`config.mk`:
```
export PLATFORM = sky130hd
export DESIGN_NAME = relogio_hms
export DESIGN_NICKNAME = d
export VERILOG_FILES = /design/src/rtl/relogio_hms.sv
export SDC_FILE = /design/constraint.sdc
export NUM_CORES = 1
export LEC_CHECK = 0
export CORE_MARGIN = 4
export CORE_UTILIZATION = 50
export CTS_CLUSTER_SIZE = 10
export DETAILED_ROUTE_END_ITERATION = 6
export PLACE_DENSITY = 0.78
export SYNTH_ARGS = -nofsm -noshare
export SYNTH_HDL_FRONTEND = slang
export SYNTH_SLANG_ARGS = --single-unit
export TNS_END_PERCENT = 30
```
`constraint.sdc`:
```
create_clock -name clk_in -period 1 [get_ports clk_in]
set_input_delay 0.15 -clock clk_in [delete_from_list [all_inputs] [get_ports clk_in]]
set_output_delay 0.15 -clock clk_in [all_outputs]
set_load 0.05 [all_outputs]
```
`src/rtl/relogio_hms.sv`:
```
// ---------------------------------------------------------------------------
// relogio_hms -- BCD hours:minutes:seconds clock with a three-mode setter.
//
// Ports
//   clk_in    system clock (50 MHz)
//   rst       asynchronous active-low reset; release is synchronised to clk_in
//   clk_1hz   1 Hz square wave, already registered in the clk_in domain
//   btn_modo  one-cycle pulse: RUN -> SET_HORA -> SET_MIN -> RUN
//   btn_inc   one-cycle pulse: increment the field selected by the mode
//   hora_d/hora_u, min_d/min_u, seg_d/seg_u   BCD tens/units digits
//   modo      00 RUN, 01 SET_HORA, 10 SET_MIN
//   pm        PM flag (only meaningful in 12h mode, otherwise tied to 0)
//
// Configuration
//   RELOGIO_MODO_12H_EN  defined   -> hours count 12,01..11,12; pm toggles
//                                     on every 11->12 step; reset 12:00:00
//                        undefined -> hours count 00..23, pm = 0
// ---------------------------------------------------------------------------
module relogio_hms (
    input  logic       clk_in,
    input  logic       rst,
    input  logic       clk_1hz,
    input  logic       btn_modo,
    input  logic       btn_inc,
    output logic [3:0] hora_d,
    output logic [3:0] hora_u,
    output logic [3:0] min_d,
    output logic [3:0] min_u,
    output logic [3:0] seg_d,
    output logic [3:0] seg_u,
    output logic [1:0] modo,
    output logic       pm
);

    typedef enum logic [1:0] {
        RUN      = 2'b00,
        SET_HORA = 2'b01,
        SET_MIN  = 2'b10
    } modo_e;

`ifdef RELOGIO_MODO_12H_EN
    localparam logic [3:0] HR_RST_T = 4'd1;
    localparam logic [3:0] HR_RST_U = 4'd2;
`else
    localparam logic [3:0] HR_RST_T = 4'd0;
    localparam logic [3:0] HR_RST_U = 4'd0;
`endif

    // Reset: asserts immediately, deasserts two clk_in edges after rst rises.
    logic rst_meta_q, rst_sync_q;
    always_ff @(posedge clk_in or negedge rst) begin
        if (!rst) begin
            rst_meta_q <= 1'b0;
            rst_sync_q <= 1'b0;
        end else begin
            rst_meta_q <= 1'b1;
            rst_sync_q <= rst_meta_q;
        end
    end

    logic rst_n_int;
    assign rst_n_int = rst_sync_q;

    // Seconds/minutes increment: returns {carry, tens, units}.
    function automatic logic [8:0] inc60(input logic [3:0] t, input logic [3:0] u);
        logic [8:0] r;
        if (u == 4'd9) begin
            if (t == 4'd5) r = {1'b1, 4'd0, 4'd0};
            else           r = {1'b0, t + 4'd1, 4'd0};
        end else begin
            r = {1'b0, t, u + 4'd1};
        end
        return r;
    endfunction

    // Hour increment with wrap, returns {tens, units}.
    function automatic logic [7:0] inc_hour(input logic [3:0] t, input logic [3:0] u);
        logic [7:0] r;
`ifdef RELOGIO_MODO_12H_EN
        if (t == 4'd1 && u == 4'd2) r = {4'd0, 4'd1};
`else
        if (t == 4'd2 && u == 4'd3) r = {4'd0, 4'd0};
`endif
        else if (u == 4'd9)         r = {t + 4'd1, 4'd0};
        else                        r = {t, u + 4'd1};
        return r;
    endfunction

    modo_e      modo_q, modo_d;
    logic [3:0] hr_t_q, hr_u_q, mn_t_q, mn_u_q, sc_t_q, sc_u_q;
    logic [3:0] hr_t_d, hr_u_d, mn_t_d, mn_u_d, sc_t_d, sc_u_d;
    logic       clk_1hz_q;
    logic       armed_q;    // blocks a tick on the first cycle out of reset
    logic       tick;
    logic [8:0] sc_inc, mn_inc;
    logic [7:0] hr_inc;
`ifdef RELOGIO_MODO_12H_EN
    logic       pm_q, pm_d;
    logic       hr_is_11;
    assign hr_is_11 = (hr_t_q == 4'd1) && (hr_u_q == 4'd1);
`endif

    // clk_1hz_q follows clk_1hz in every mode so leaving SET never fakes an edge.
    assign tick   = clk_1hz & ~clk_1hz_q & armed_q;
    assign sc_inc = inc60(sc_t_q, sc_u_q);
    assign mn_inc = inc60(mn_t_q, mn_u_q);
    assign hr_inc = inc_hour(hr_t_q, hr_u_q);

    always_comb begin
        modo_d = modo_q;
        hr_t_d = hr_t_q;
        hr_u_d = hr_u_q;
        mn_t_d = mn_t_q;
        mn_u_d = mn_u_q;
        sc_t_d = sc_t_q;
        sc_u_d = sc_u_q;
`ifdef RELOGIO_MODO_12H_EN
        pm_d   = pm_q;
`endif
        // btn_modo wins over both tick and btn_inc in the same cycle.
        case (modo_q)
            RUN: begin
                if (btn_modo) begin
                    modo_d = SET_HORA;
                end else if (tick) begin
                    {sc_t_d, sc_u_d} = sc_inc[7:0];
                    if (sc_inc[8]) begin
                        {mn_t_d, mn_u_d} = mn_inc[7:0];
                        if (mn_inc[8]) begin
                            {hr_t_d, hr_u_d} = hr_inc;
`ifdef RELOGIO_MODO_12H_EN
                            if (hr_is_11) pm_d = ~pm_q;
`endif
                        end
                    end
                end
            end
            SET_HORA: begin
                if (btn_modo) begin
                    modo_d = SET_MIN;
                end else if (btn_inc) begin
                    {hr_t_d, hr_u_d} = hr_inc;
`ifdef RELOGIO_MODO_12H_EN
                    if (hr_is_11) pm_d = ~pm_q;
`endif
                end
            end
            SET_MIN: begin
                if (btn_modo) begin
                    modo_d = RUN;
                    sc_t_d = 4'd0;
                    sc_u_d = 4'd0;
                end else if (btn_inc) begin
                    // minutes wrap on their own: no carry into hours
                    {mn_t_d, mn_u_d} = mn_inc[7:0];
                end
            end
            default: modo_d = RUN;
        endcase
    end

    always_ff @(posedge clk_in or negedge rst_n_int) begin
        if (!rst_n_int) begin
            modo_q    <= RUN;
            hr_t_q    <= HR_RST_T;
            hr_u_q    <= HR_RST_U;
            mn_t_q    <= 4'd0;
            mn_u_q    <= 4'd0;
            sc_t_q    <= 4'd0;
            sc_u_q    <= 4'd0;
            clk_1hz_q <= 1'b0;
            armed_q   <= 1'b0;
        end else begin
            modo_q    <= modo_d;
            hr_t_q    <= hr_t_d;
            hr_u_q    <= hr_u_d;
            mn_t_q    <= mn_t_d;
            mn_u_q    <= mn_u_d;
            sc_t_q    <= sc_t_d;
            sc_u_q    <= sc_u_d;
            clk_1hz_q <= clk_1hz;
            armed_q   <= 1'b1;
        end
    end

`ifdef RELOGIO_MODO_12H_EN
    always_ff @(posedge clk_in or negedge rst_n_int) begin
        if (!rst_n_int) pm_q <= 1'b0;
        else            pm_q <= pm_d;
    end
    assign pm = pm_q;
`else
    assign pm = 1'b0;
`endif

    assign hora_d = hr_t_q;
    assign hora_u = hr_u_q;
    assign min_d  = mn_t_q;
    assign min_u  = mn_u_q;
    assign seg_d  = sc_t_q;
    assign seg_u  = sc_u_q;
    assign modo   = modo_q;

endmodule

```
==> results of run 1 <==
## Yosys cell counts, types with 2 or more instances
cell / n / area share, %
a21o_1: 5 / 2.4
a21oi_1: 3 / 0.95
and3_1: 2 / 0.79
buf_6: 2 / 1.4
clkbuf_1: 3 / 0.71
conb_1: 2 / 0.48
dfrtp_1: 30 / 48
ha_1: 8 / 6.3
inv_1: 7 / 1.7
mux2i_1: 2 / 1.3
nand2_1: 20 / 4.8
nand2b_1: 3 / 1.2
nand3_1: 8 / 2.5
nand3b_1: 5 / 2.4
nor2_1: 11 / 2.6
nor3_1: 5 / 1.6
nor4_2: 2 / 1.6
o21ai_0: 7 / 2.2
o21ai_1: 2 / 0.63
o2bb2ai_1: 2 / 1.1
o31ai_1: 4 / 1.9
o41ai_1: 2 / 1.1
or3_1: 3 / 1.2
or4b_1: 2 / 1.3
xnor2_1: 4 / 2.2
xor2_1: 3 / 1.7
## kinds of logic after synthesis
logic type,Yosys count,share of synthesized area (%)
DFF,30,47.6
adders and majority gates,8,6.34
and+or+nand+nor,67,23.0
buffers and inverters,13,4.28
other,2,0.476
muxes,3,1.98
AOI/OAI and AO/OA,29,12.5
xor gates and xnor gates,7,3.89
## through the flow
stage	hold slack, ns	worst slack [ns]	setup TNS [ns]	instances
after CTS	0.228	-0.979	-26.20	287
after detailed placement	0.214	-1.11	-23.69	274
after global placement	0.201	-1.01	-20.80	274
after floorplan	-0.146	-1.15	-22.28	160
## what timing repair did
item                                   in CTS
hold buffers                                1
resized for setup                          51
setup endpoints to repair                  52
setup buffers                               4
pin swaps                                  11
endpoints found under the hold margin       2
==> results.json, run 1 <==
{
  "synth_seq_cells": 30,
  "synthArstFlopShare_pct": 100,
  "cts_max_level": 2,
  "die_x_um": 64.2,
  "syn_inst": 159,
  "io_pins": 32,
  "error": "[ERROR DPL-0038] Utilization greater than 100%, impossible to legalize",
  "cts_sinks": 30,
  "numCtsBuffers": 5,
  "start_util_pct": 52.1,
  "synth_edf_count": 0,
  "yosys_warnings": 0,
  "die_h_um": 64.2,
  "worst_endpoint": "hora_d[2]$_DFFE_PN0P_/D",
  "synthFlopType": "dfrtp_1",
  "stop_stage": "global routing (5_1_grt)",
  "ys_types": 38,
  "worst_path_end_type": "register input",
  "avgSynthCellArea_um2": 9.92,
  "rows": 20,
  "grt_max_degree": 16,
  "port_buffers": 30,
  "clockBufferDepth": 2,
  "gp_congestion": 0.814,
  "status": "did not finish",
  "place_area_mm2": 0.00252,
  "dp_hpwl_um": 3470,
  "clockRootBuffer": "clkbuf_4",
  "syn_area_mm2": 0.00158,
  "yosysSeqAreaShare_pct": 47.6
}
==> run 2: changes to the inputs <==
CORE_UTILIZATION = 36   (was 50)
CTS_CLUSTER_SIZE = default   (was 10)
PLACE_DENSITY = default   (was 0.78)
PLACE_DENSITY_LB_ADDON = 0.15   (was default)
==> results.json, run 2 <==
{
  "avgSynthCellArea_um2": 9.92,
  "synth_common_cells": "dfrtp_1 (30), nand2_1 (20), nor2_1 (11), ha_1 (8), nand3_1 (8)",
  "place_area_mm2": 0.00253,
  "finClkSkew_ns": 0.0126,
  "arrival_ns": 2.28,
  "synth_edf_count": 0,
  "setup_viol": 52,
  "finalPower_mw": 7.37,
  "met3_usage_pct": 4.46,
  "gr-max-usage-layer": "met2",
  "use_met1_pct": 19.2,
  "power.density_mw_per_mm2": 2450,
  "tns_ns": -24.27,
  "cts_max_level": 2,
  "die_area_mm2": 0.00551,
  "synthFlopType": "dfrtp_1",
  "yosys_warnings": 0,
  "hold_viol_final": 0,
  "grt_max_degree": 22,
  "clockBufferDepth": 2,
  "postRouteAntennaNets": 0,
  "diodes": 0,
  "rows": 23,
  "synth_top_cell_by_area": "dfrtp_1",
  "numCtsBuffers": 5,
  "vdd_drop_max_mv": 1.78,
  "worstSetupPathType": "register to register",
  "crit_fanout": 5,
  "hold_class": "input port to asynchronous set/reset pin",
  "grt-ovfl-total": 0,
  "synthArstFlopShare_pct": 100,
  "slew_viol_final": 0,
  "finalCritPeriodShare_pct": 211,
  "synth_top_area_share_pct": 47.6,
  "first_pass_iters": 4,
  "syn_area_mm2": 0.00158,
  "dp.cells": 280,
  "gr-usage-all-layers_pct": 16.9,
  "endpoint_kind": "register",
  "synthTopCellsByArea": "dfrtp_1 (48%), ha_1 (6.3%), nand2_1 (4.8%), nor2_1 (2.6%), nand3_1 (2.5%)",
  "synth_seq_cells": 30,
  "leakage_nw": 1.36,
  "dp_hpwl_um": 3040,
  "use_met2_pct": 30.5,
  "drtIter0Drc": 58,
  "avgViaCountPerCell": 5.02,
  "clockRootBuffer": "clkbuf_8",
  "wl_um": 4380,
  "cts_sinks": 30,
  "yosysMostFrequentCell": "dfrtp_1",
  "hold_buffers": 0,
  "final_nets": 262,
  "yosysSeqAreaShare_pct": 47.6,
  "fin_area_mm2": 0.00301,
  "syn_inst": 159,
  "fin_crit_ns": 2.11,
  "finalWorstSetupSlack_ns": -1.11,
  "grt_pass1_wl_um": 7090,
  "cp.required_ns": 1.17,
  "ys_types": 38,
  "die_h_um": 74.2,
  "io_pins": 32,
  "grt_antenna_before_repair": 0,
  "violations": "negative setup slack",
  "final_common_cell": "buf_6",
  "clock_latency_ns": 0.29,
  "rsz0062_at_grt": "yes",
  "drive_gt1_share_pct": 51.6,
  "status": "finished, violations left",
  "timing.fmax_ghz": 0.473,
  "gp_congestion": 0.737,
  "grt_pass1_vias": 1586,
  "clk_pin_slew_ns": 0.07,
  "cts_tree": "built",
  "final_cells": 300,
  "port_buffers": 30,
  "drc": 0,
  "start_util_pct": 38.3,
  "most-common-layout-cells": "buf_6 (30), buf_4 (27), buf_12 (27), dfrtp_1 (19), nand2_1 (16)",
  "vias": 1507,
  "syn_to_final_growth_pct": 90.9,
  "wl_per_cell_um": 14.6,
  "fp.coreArea_mm2": 0.00412,
  "drv_cap": 0,
  "start_kind": "register",
  "die_x_um": 74.2
}
[run 2: cell counts after synthesis]
No cell type changed its count.
[run 2: final timing paths]
kind | startpoint | end | slack (ns) | depth (start not counted)
max in group asynchronous | rst_n_int | seg_u[0] | 0.50 | 1
hold reg to reg | rst_n_int | min_d[0] | 0.18 | 1
hold / removal | rst | rst_n_int | 0.02 | 1
min in group clk_in | clk_1hz | clk_1hz_q | 0.34 | 1
setup / recovery | modo[0] | hora_u[2] | -1.11 | 6
setup reg to reg | modo[0] | hora_u[2] | -1.11 | 6
[run 2: kinds of logic after synthesis]
family / synth area share (%)
AOI/OAI and AO/OA: 12.5
muxes: 1.98
adders and majority gates: 6.34
buffers and inverters: 4.28
xor gates and xnor gates: 3.89
other: 0.476
DFF: 47.6
and+or+nand+nor: 23.0
[run 2: final cells by class]
class                           instances  area (um2)
Inverter                                7        26.3
Tap cell                               50        62.6
Timing Repair Buffer                   88        1120
Multi-Input combinational cell        117         946
Sequential cell                        30         764
Fill cell                             273        1100
Clock buffer                            7        86.3
Clock inverter                          1        5.00
[run 2: where the power goes]
group	switching, mW	internal (mW)	total [mW]	leakage (nW)
sequential	0.248	1.49	1.74	0.362
combinational	2.29	2.31	4.60	0.952
clock	0.468	0.555	1.02	0.0482
[run 2: worst max-delay path, cell delays in order (launching register included)]
cell,delay [ns]
dfrtp_2,0.41
or4b_4,0.55
nor4_4,0.19
a31oi_2,0.17
buf_4,0.18
and2b_1,0.19
mux2_4,0.30
[run 2: metrics by stage]
stage               hold slack [ns]  utilization, %  setup WS, ns
global placement              0.168            61.4         -1.02
detailed placement            0.165            61.4         -1.09
floorplan                    -0.146               -         -1.15
finish                       0.0203            73.2         -1.11
global route                 0.0201            73.2         -1.16
CTS                          0.0212            69.4        -0.971
[run 2: per-layer routing]
metal | vias up | share of wire [%]
met5 | - | 0
met3 | 8 | 3.2
met1 | 738 | 41
met4 | 0 | 1.6
met2 | 30 | 54
li1 | 731 | -
[run 2: what timing repair did]
item	in CTS	in global routing
setup buffers	5	8
gates resized for setup	55	19
endpoints found under the setup margin	51	52
pin swaps	19	9
cloned	0	0
(Power assumes the default switching activity.)
==> run 3: changes to the inputs <==
CTS_CLUSTER_DIAMETER = 120   (was default)
DONT_BUFFER_PORTS = 1   (was default)
PLACE_DENSITY = 0.59   (was default)
PLACE_DENSITY_LB_ADDON = default   (was 0.15)
==> results.json, run 3 (synthesized netlist as in run 2, its figures left out) <==
{
  "finClkSkew_ns": 0.00874,
  "rsz0062_at_grt": "yes",
  "cp.required_ns": 1.20,
  "final_cells": 267,
  "grt_antenna_before_repair": 0,
  "drive_gt1_share_pct": 48.4,
  "clock_latency_ns": 0.28,
  "hold_class": "input port to register",
  "final_common_cell": "buf_6",
  "tns_ns": -20.85,
  "hold-worst-slack_ns": 0.0306,
  "start_kind": "register",
  "setup_viol": 38,
  "syn_to_final_growth_pct": 58.4,
  "finalPower_mw": 6.32,
  "start_util_pct": 38.3,
  "fin_crit_ns": 2.11,
  "die_x_um": 74.2,
  "clk_pin_slew_ns": 0.06,
  "nFillCells": 343,
  "rr_worst_depth": 6,
  "finalWorstSetupSlack_ns": -1.11,
  "timing.fmax_ghz": 0.473,
  "diodes": 0,
  "final_nets": 229,
  "avgViaCountPerCell": 5.22,
  "rows": 23,
  "grt_pass1_vias": 1500,
  "gr-usage-all-layers_pct": 15.8,
  "drc": 0,
  "postRouteAntennaNets": 0,
  "numCtsBuffers": 5,
  "worstSetupPathType": "register to register",
  "most-common-layout-cells": "buf_6 (23), buf_4 (22), dfrtp_1 (20), nand2_1 (15), dfrtp_2 (10)",
  "drtIter0Drc": 71,
  "hold_depth": 2,
  "vdd_drop_max_mv": 1.47,
  "finalCritPeriodShare_pct": 211,
  "dp_hpwl_um": 2710,
  "fp.coreArea_mm2": 0.00412,
  "cts_max_level": 2,
  "hold_viol_final": 0,
  "violations": "negative setup slack",
  "clockRootBuffer": "clkbuf_8",
  "cts_sinks": 30,
  "cts_tree": "built",
  "die_area_mm2": 0.00551,
  "clockBufferDepth": 2,
  "ff_latch_area_um2": 763,
  "first_pass_iters": 4,
  "post-route-util_pct": 60.7,
  "crit_fanout": 5,
  "grt_pass1_wl_um": 6640,
  "multi_input_area_um2": 987,
  "grt_max_degree": 29,
  "vias": 1393,
  "drv_cap": 0,
  "status": "finished, violations left",
  "port_buffers": 0,
  "wl_um": 4220,
  "gp_congestion": 0.812,
  "dp.cells": 247,
  "grt-ovfl-total": 0,
  "leakage_nw": 1.12,
  "io_pins": 32,
  "die_h_um": 74.2,
  "endpoint_kind": "register",
  "wl_per_cell_um": 15.8,
  "power.density_mw_per_mm2": 2530,
  "arrival_ns": 2.31,
  "slew_viol_final": 0
}
==> run 3: cell count changes in the layout (fill, tap and decap cells not counted), sizes merged <==
cell,delta
buf,-32
clkdlybuf4s50,-4
dlygate4sd3,+3
==> run 3: repair_timing <==
item,4_1_cts,5_1_grt
gates resized for setup,51,36
hold buffers,2,1
setup buffers,1,9
hold endpoints to repair,3,1
pin swaps,10,16
setup endpoints to repair,51,51
==> run 3: per-stage QoR <==
step	instance area [um2]	worst slack, ns
floorplan	1600	-1.15
global placement	1940	-1.01
detailed placement	1940	-1.04
CTS	2270	-1.05
global route	2500	-1.16
finish	2500	-1.11
==> run 3: report_power, final <==
part	total, mW	switching (mW)	internal, mW	leakage (nW)
logic	3.57	2.11	1.46	0.712
clock network	1.00	0.448	0.554	0.0482
registers	1.75	0.261	1.49	0.363
==> run 3: final cells by class <==
class	count	share of cell area [%]
multi-input combinational	117	39.5
clock inverter	1	0.200
tap	50	2.50
clock buffer	7	3.45
sequential	30	30.5
inverter	7	1.05
timing repair buffer	55	22.8
==> run 3: worst max-delay path, stage by stage (launching register included) <==
cell	delay, ns
dfrtp_2	0.40
or4b_4	0.55
nor4_4	0.28
a31oi_2	0.16
buf_6	0.17
or3_4	0.33
o21ai_1	0.15
==> run 3: final timing paths <==
kind | from | slack [ns] | endpoint
min in group asynchronous | rst | 0.09 | rst_meta_q
max | modo[0] | -1.11 | hora_d[0]
max reg2reg | modo[0] | -1.11 | hora_d[0]
min reg2reg | rst_n_int | 0.24 | seg_d[1]
max in group asynchronous | rst_n_int | 0.46 | modo[0]
min | btn_modo | 0.03 | modo[0]
==> run 3: metal layers <==
layer / vias to the layer above / global-route usage (%) / share of wire (%) / wire length [um]
met1: 693 / 15.9 / 38 / 1600
met3: 8 / 5.81 / 5.8 / 245
met4: 0 / 4.83 / 1.7 / 73
li1: 664 / - / - / -
met5: - / 0 / 0 / 0
met2: 28 / 29.9 / 55 / 2310
==> run 4: changes to the inputs <==
PLACE_DENSITY = default   (was 0.59)
PLACE_DENSITY_LB_ADDON = 0.05   (was default)
==> results.json, run 4 (synthesized netlist as in run 2, its figures left out) <==
{
  "clockRootBuffer": "clkbuf_8",
  "first_pass_iters": 4,
  "hold_viol_final": 0,
  "finalWorstSetupSlack_ns": -1.03,
  "finClkSkew_ns": 0.00793,
  "postRouteAntennaNets": 0,
  "numCtsBuffers": 5,
  "cts_max_level": 2,
  "status": "finished, violations left",
  "final_nets": 222,
  "fin_crit_ns": 2.03,
  "cp.required_ns": 1.22,
  "drive_gt1_share_pct": 39.0,
  "grt_max_degree": 22,
  "dp.cells": 248,
  "worstSetupPathType": "register to register",
  "vias": 1326,
  "clockBufferDepth": 2,
  "clock_latency_ns": 0.28,
  "setup_viol": 33,
  "drc": 0,
  "avgViaCountPerCell": 5.10,
  "endpoint_kind": "register",
  "vdd_drop_max_mv": 1.02,
  "grt-ovfl-total": 0,
  "gr-usage-all-layers_pct": 15.4,
  "crit_fanout": 4,
  "start_kind": "register",
  "final_common_cell": "buf_6",
  "rr_worst_depth": 5,
  "die_area_mm2": 0.00551,
  "tns_ns": -20.07,
  "syn_to_final_growth_pct": 45.8,
  "die_h_um": 74.2,
  "cts_tree": "built",
  "r2r-start": "min_d[3]",
  "most-common-layout-cells": "buf_6 (24), nand2_1 (20), dfrtp_1 (19), buf_4 (19), dfrtp_2 (11)",
  "fp.coreArea_mm2": 0.00412,
  "cts_sinks": 30,
  "port_buffers": 0,
  "diodes": 0,
  "hold-worst-slack_ns": 0.0389,
  "violations": "negative setup slack",
  "io_pins": 32,
  "grt_pass1_vias": 1394,
  "r2r_slack_ns": -1.03,
  "timing.fmax_ghz": 0.492,
  "rows": 23,
  "hold_depth": 2,
  "arrival_ns": 2.25,
  "hold_class": "input port to register",
  "final_cells": 260,
  "drtIter0Drc": 43,
  "wl_um": 3690,
  "grt_pass1_wl_um": 6440,
  "clk_pin_slew_ns": 0.07,
  "drv_cap": 0,
  "power.density_mw_per_mm2": 2570,
  "wl_per_cell_um": 14.2,
  "die_x_um": 74.2,
  "min-delay-start": "btn_modo",
  "grt_antenna_before_repair": 0,
  "finalCritPeriodShare_pct": 203,
  "dp_hpwl_um": 2780,
  "post-place-ws_ns": -1.08,
  "hold_path_end": "modo[1]",
  "gp_congestion": 0.787,
  "start_util_pct": 38.3,
  "rsz0062_at_grt": "yes",
  "reg2reg_to": "hora_u[3]",
  "leakage_nw": 1.04,
  "slew_viol_final": 0
}
## run 4: how the worst max path moves through the flow
stage / endpoint / depth (start not counted) / startpoint
global route: hora_d[2] / 6 / min_d[3]
CTS: hora_d[0] / 6 / modo[0]
detailed placement: hora_d[0] / 6 / min_d[3]
finish: hora_u[3] / 5 / min_d[3]
global placement: hora_d[3] / 6 / min_d[3]
floorplan: hora_d[0] / 7 / modo[0]
## run 4: where the power goes
part	switching [mW]	total (mW)	internal (mW)
Clock	0.444	0.998	0.554
Combinational	1.96	3.18	1.22
Sequential	0.246	1.74	1.49
## run 4: metal layers
layer	global-route usage [%]	routed length (um)
met1	18.8	1580
met4	3.62	20
met3	6.76	251
met5	0	0
met2	25.1	1840
## run 4: worst max-delay path, stage by stage (launching register included)
cell	delay, ns
dfrtp_2	0.40
or4b_4	0.55
nor4_4	0.23
a31oi_2	0.17
or4b_1	0.55
nand3_1	0.08
## run 4: what timing repair did
item	4_1_cts	5_1_grt
pin swaps	8	9
buffers inserted	2	1
hold endpoints to repair	3	0
gates resized for setup	38	14
endpoints found under the setup margin	51	52
hold buffers	2	0
## run 4: layout make-up
type | count | area [um2]
multi-input combinational | 117 | 868
sequential | 30 | 764
clock inverter | 1 | 5.00
fill | 375 | 1810
timing repair buffer | 48 | 488
clock buffer | 7 | 86.3
tap | 50 | 62.6
inverter | 7 | 26.3
## run 4: through the flow
| step | power, mW | util, % | cell area, um2 |
|---|---|---|---|
| after CTS | 5.83 | 54.1 | 2230 |
| final | 5.91 | 55.9 | 2300 |
| after floorplan | 3.58 | - | 1600 |
| after global placement | 4.38 | 47.4 | 1950 |
| after detailed placement | 4.46 | 47.4 | 1950 |
| after global routing | 6.29 | 55.9 | 2300 |
